### src/rtl/hf_mode_sequencer.sv
// hf_mode_sequencer: SPI-configured major/minor mode sequencer with frame drain and all-off guard gap
module hf_mode_sequencer #(
    parameter int GUARD_CYCLES  = 16,
    parameter int DRAIN_TIMEOUT = 255
) (
    input  logic       ck_1356meg,
    input  logic       nreset,
    input  logic       spck,
    input  logic       mosi,
    input  logic       ncs,
    input  logic       ssp_frame,
    output logic [2:0] major_mode,
    output logic [4:0] minor_conf,
    output logic       mode_busy,
    output logic       bad_cmd
);
    typedef enum logic [1:0] {IDLE, DRAIN, OFF, APPLY} state_t;
    localparam logic [7:0] DRAIN_LAST = 8'(DRAIN_TIMEOUT);
    localparam logic [7:0] GUARD_LAST = 8'(GUARD_CYCLES - 1);
    state_t      state, state_nxt;
    logic [1:0]  spck_s, mosi_s, ncs_s;
    logic        spck_d, ncs_d, bit_stb, ncs_rise, ncs_fall, mosi_q;
    logic [15:0] shift_reg, shift_nxt;
    logic [4:0]  bit_cnt, cnt_nxt;
    logic [7:0]  pending, pending_nxt;
    logic        pend_valid, word_ok, from_off, ssp_prev, frame_edge;
    logic [7:0]  drain_cnt, guard_cnt;
    // Bit strobe is qualified with the previous ncs level so a final spck edge
    // that lands together with ncs rising is still shifted in.
    always_ff @(posedge ck_1356meg or negedge nreset) begin
        if (!nreset) begin
            spck_s   <= 2'b00;
            mosi_s   <= 2'b00;
            ncs_s    <= 2'b11;
            spck_d   <= 1'b0;
            ncs_d    <= 1'b1;
            bit_stb  <= 1'b0;
            ncs_rise <= 1'b0;
            ncs_fall <= 1'b0;
            mosi_q   <= 1'b0;
        end else begin
            spck_s   <= {spck_s[0], spck};
            mosi_s   <= {mosi_s[0], mosi};
            ncs_s    <= {ncs_s[0], ncs};
            spck_d   <= spck_s[1];
            ncs_d    <= ncs_s[1];
            bit_stb  <= spck_s[1] & ~spck_d & ~ncs_d;
            ncs_rise <= ncs_s[1] & ~ncs_d;
            ncs_fall <= ~ncs_s[1] & ncs_d;
            mosi_q   <= mosi_s[1];
        end
    end
    always_comb begin
        shift_nxt   = bit_stb ? {shift_reg[14:0], mosi_q} : shift_reg;
        cnt_nxt     = (bit_stb && bit_cnt != 5'd31) ? bit_cnt + 5'd1 : bit_cnt;
        word_ok     = ncs_rise && cnt_nxt == 5'd16 && shift_nxt[15:12] == 4'b0001;
        pending_nxt = word_ok ? shift_nxt[7:0] : pending;
    end
    always_ff @(posedge ck_1356meg or negedge nreset) begin
        if (!nreset) begin
            shift_reg  <= '0;
            bit_cnt    <= '0;
            pending    <= '0;
            pend_valid <= 1'b0;
            bad_cmd    <= 1'b0;
        end else begin
            shift_reg  <= shift_nxt;
            bit_cnt    <= ncs_fall ? 5'd0 : cnt_nxt;
            pending    <= pending_nxt;
            pend_valid <= word_ok | (pend_valid & (state != APPLY));
            bad_cmd    <= ncs_rise & (cnt_nxt != 5'd16);
        end
    end
    always_ff @(posedge ck_1356meg or negedge nreset) begin
        if (!nreset) begin
            state     <= IDLE;
            ssp_prev  <= 1'b0;
            drain_cnt <= '0;
            guard_cnt <= '0;
            from_off  <= 1'b0;
        end else begin
            state     <= state_nxt;
            ssp_prev  <= ssp_frame;
            drain_cnt <= (state == DRAIN) ? drain_cnt + 8'd1 : 8'd0;
            guard_cnt <= (state == OFF) ? guard_cnt + 8'd1 : 8'd0;
            from_off  <= state == OFF;
        end
    end
    // A frame edge in the first DRAIN cycle belongs to the frame already running.
    assign frame_edge = ssp_frame & ~ssp_prev & (drain_cnt != 8'd0);
    always_comb begin
        state_nxt = state;
        case (state)
            IDLE:  if (pend_valid && !word_ok)
                       state_nxt = (pending[7:5] == major_mode) ? APPLY :
                                   (major_mode == 3'b111) ? OFF : DRAIN;
            DRAIN: if (frame_edge || drain_cnt == DRAIN_LAST) state_nxt = OFF;
            OFF:   if (guard_cnt == GUARD_LAST) state_nxt = APPLY;
            APPLY: state_nxt = IDLE;
        endcase
    end
    always_comb mode_busy = (state == DRAIN) || (state == OFF) || (state == APPLY && from_off);
    // Leaving OFF applies the freshest word so the all-off gap ends exactly after the guard.
    always_ff @(posedge ck_1356meg or negedge nreset) begin
        if (!nreset) begin
            major_mode <= 3'b111;
            minor_conf <= '0;
        end else if (state_nxt == OFF && state != OFF) begin
            major_mode <= 3'b111;
        end else if (state == OFF && state_nxt == APPLY) begin
            {major_mode, minor_conf} <= pending_nxt;
        end else if (state == APPLY) begin
            {major_mode, minor_conf} <= pending;
        end
    end
endmodule

### config.mk
export PLATFORM = sky130hd
export DESIGN_NAME = hf_mode_sequencer
export DESIGN_NICKNAME = d
export VERILOG_FILES = /design/src/rtl/hf_mode_sequencer.sv
export SDC_FILE = /design/constraint.sdc
export NUM_CORES = 1
export LEC_CHECK = 0
export ABC_CLOCK_PERIOD_IN_PS = 4700
export CAP_MARGIN = 20
export CORE_AREA = 2 2 124 96
export DETAILED_ROUTE_END_ITERATION = 10
export DIE_AREA = 0 0 126 98
export PLACE_DENSITY_LB_ADDON = 0.2
export SYNTH_ARGS = -nofsm -noshare
export SYNTH_HDL_FRONTEND = slang
export SYNTH_SLANG_ARGS = --single-unit
### constraint.sdc
create_clock -name ck_1356meg -period 4.7 [get_ports ck_1356meg]
set_input_delay 0.94 -clock ck_1356meg [delete_from_list [all_inputs] [get_ports ck_1356meg]]
set_output_delay 0.94 -clock ck_1356meg [all_outputs]
set_load 0.01 [all_outputs]
==> run summary <==
initial antenna violation count -> 0
DR WL/cell -> 12.99 µm
Hold Crit Class -> flop to flop
hold depth -> 0
share of power burned in registers -> 47.6%
final setup violation count -> 0
Worst Hold Path EP -> spck_s[1]
clk slew on worst S/H paths -> 0.06 ns
Mapped Area -> 3261 µm²
fin crit period -> 3.990 ns
Setup WS pre-CTS -> 0.7705 ns
max reg flops -> 16
total congestion overflow -> 0
Std-Cell Rows -> 34
Seq/Total Area, Yosys -> 54.72%
largest net degree at the start of global routing -> 72
Async S/R FF share, synth -> 100.0%
Vert. Die Dim -> 98 µm
overall routing resource usage -> 10.23%
TritonCTS Sinks -> 71
global-route wire length before repair -> 10.12 mm
Slew Limit Headroom -> 40.53%
Post-synth EDFFs -> 0
FF/Latch Area -> 1784 µm²
antenna-violating nets left -> 0
critical path type -> flop to flop
Max Clk Rate -> 250.6 MHz
CTS root buf -> clkbuf_16
layout cells sized above 1 -> 21.48%
leading register cell type out of synthesis -> dfrtp_1
cts hold-fix bufs -> 0
Resize count post-CTS -> 0
Die ar. -> 12350 µm²
NetSw -> 0.3199 mW
Startpoint Class -> flop
final wirelength -> 5.741 mm
worst-margin pin slew -> 0.8920 ns
# Max-Cap Violations -> 0
final hold violations -> 0
Layout Nets -> 308
Cell variety after synth -> 46
via count -> 2018
combinational fraction of design power -> 5.6%
Detailed Routing Iterations Pass 1 -> 4
clk buf depth -> 2
DRC Markers -> 0
GPL Wtd Cong -> 0.7274
DRT iter0 DRCs -> 121
# IOs -> 16
Placed Cells -> 426
HPWL after DPL -> 3.839 mm
period utilization -> 84.90%
syn_area_per_cell -> 12.12 µm²
Hold Path Origin -> spck_s[0]
core region area -> 11230 µm²
Ys Warns -> 0
RSZ-0062 raised after global routing -> false
Post-Syn Nets -> 284
Final WS setup -> 0.7096 ns
reg-to-reg startpoint -> bit_cnt[0]
max-slew violations -> 0
Pwr Density -> 367.5 nW/µm²
Port Buf Inserts -> 15
Clock power frac -> 46.8%
critical-path maximum fanout -> 10
Leak Pwr -> 1.743 nW
status -> completed
Filler cells -> 1163
n_diodes -> 0
vias in the first global route -> 2041
clk_lat worst skew -> 0.33 ns
Post-CTS Setup Repair Bufs -> 0
Area Growth Syn to Fin -> 18.96%
setup TNS -> 0 ns
Reg2Reg Setup Slack -> 0.71 ns
element type at the critical path end -> flop
Initial Util -> 29.03%
worst r2r dst -> minor_conf[1]
Via density -> 4.566
r2r worst-path depth -> 11
Max VDD drop -> 0.1604 mV
final setup skew -> 0.007238 ns
Post-Synthesis Cells -> 269
crit path DAT -> 4.20 ns
multi-input logic area -> 1385 µm²
die width -> 126 µm
CP required -> 4.91 ns
#FFs+latches synth -> 71
Pint -> 1.106 mW
CTS HTree Levels -> 3
CTS Buf Count -> 9
final non-filler cell total -> 442
Sw Share -> 22.44%
Core Util, Final -> 34.54%
CTS tree -> built
==> layer usage <==
| metal | track usage (%) | vias up | part of all wire, % |
|---|---|---|---|
| li1 | - | 999 | - |
| met1 | 14.76 | 981 | 53 |
| met2 | 14.02 | 29 | 42 |
| met3 | 3.836 | 9 | 4.2 |
| met4 | 3.550 | 0 | 1.2 |
| met5 | 0 | - | 0 |
==> worst max-delay path: stages (launching register included) <==
cell and delay, ns:
dfrtp_1 0.44, ha_1 0.26, and3_1 0.20, ha_1 0.18, nor2b_1 0.52, nand4_1 0.19, a2bb2oi_1 0.23, o41a_1 0.51
o221a_4 0.30, o211ai_4 0.40, mux2_2 0.38, mux2_4 0.25
==> layout make-up <==
cell class | instances | share of cell area, %
repair buffers | 18 | 4.323
inverters | 17 | 1.645
clock buffers | 9 | 5.806
multi-input cells | 176 | 35.71
clock inverters | 7 | 1.871
flip-flops and latches | 71 | 46.00
well taps | 144 | 4.645
==> power groups by stage <==
| stage | Sequential [mW] | Clock [mW] | Combinational, mW |
|---|---|---|---|
| 6_report | 0.679 | 0.667 | 0.0794 |
| 5_1_grt | 0.683 | 0.719 | 0.0911 |
| 4_1_cts | 0.678 | 0.695 | 0.0822 |
| 3_5_place_dp | 0.689 | 0 | 0.0819 |
| 3_3_place_gp | 0.689 | 0 | 0.0813 |
| 2_1_floorplan | 0.681 | 0 | 0.0550 |
==> cell usage in the layout, fill, tap and decap left out, drive strengths merged, types with 2 or more instances in the layout <==
| master | synthesis | final |
|---|---|---|
| and2 | 9 | 9 |
| a221oi | 3 | 3 |
| ha | 9 | 9 |
| clkinv | 1 | 4 |
| xnor2 | 5 | 5 |
| o211ai | 5 | 5 |
| nand3 | 9 | 9 |
| clkinvlp | 0 | 2 |
| clkbuf | 3 | 9 |
| nand4 | 4 | 4 |
| a21o | 2 | 2 |
| nand2 | 11 | 11 |
| nor3b | 2 | 2 |
| mux2 | 31 | 31 |
| inv | 16 | 17 |
| dfrtp | 65 | 65 |
| dfstp | 6 | 6 |
| a31oi | 3 | 3 |
| nor3 | 5 | 5 |
| and3 | 3 | 3 |
| xor2 | 9 | 9 |
| buf | 2 | 4 |
| mux2i | 3 | 3 |
| o21ai | 11 | 11 |
| nor4 | 3 | 3 |
| clkdlybuf4s50 | 0 | 14 |
| or3 | 2 | 2 |
| o2111ai | 2 | 2 |
| nor2b | 4 | 4 |
| nor2 | 21 | 21 |
| a21oi | 8 | 8 |
==> worst max path at each step <==
| stage | depth (start not counted) | end | start |
|---|---|---|---|
| CTS | 11 | minor_conf[1] | bit_cnt[0] |
| global placement | 11 | minor_conf[1] | bit_cnt[0] |
| detailed placement | 11 | minor_conf[3] | bit_cnt[0] |
| finish | 11 | minor_conf[1] | bit_cnt[0] |
| global route | 11 | minor_conf[1] | bit_cnt[0] |
| floorplan | 12 | minor_conf[0] | bit_cnt[0] |
==> synth_stat cells, types with 4 or more instances <==
library cell | instances | area share (%)
and2_1 | 9 | 1.7
nor3_1 | 4 | 0.61
nand4_1 | 4 | 0.77
dfstp_2 | 6 | 4.8
inv_1 | 16 | 1.8
mux2_2 | 25 | 8.6
o21ai_0 | 11 | 1.7
nand2_1 | 11 | 1.3
xnor2_1 | 5 | 1.3
a21oi_1 | 8 | 1.2
nor2_1 | 21 | 2.4
nor2b_1 | 4 | 0.77
xor2_1 | 9 | 2.4
nand3_1 | 9 | 1.4
dfrtp_1 | 65 | 50
ha_1 | 9 | 3.5
mux2_4 | 6 | 2.8
==> cell families after synthesis <==
kind of cell / share of synthesized area [%]
buffers and inverters: 2.801
adders and majority gates: 3.454
muxes: 12.32
xor gates and xnor gates: 3.761
and+or+nand+nor: 12.66
DFF: 54.72
AOI/OAI and AO/OA: 10.28
==> per-stage QoR <==
stage / cell area [µm²] / hold slack [ns] / total power, mW
after floorplan: 3261 / 0.3312 / 0.7360
after global routing: 3879 / 0.3534 / 1.493
after global placement: 3581 / 0.3320 / 0.7700
after detailed placement: 3581 / 0.3371 / 0.7709
after CTS: 3879 / 0.3500 / 1.455
final: 3879 / 0.3470 / 1.425
Power figures use the tool's default switching activity.
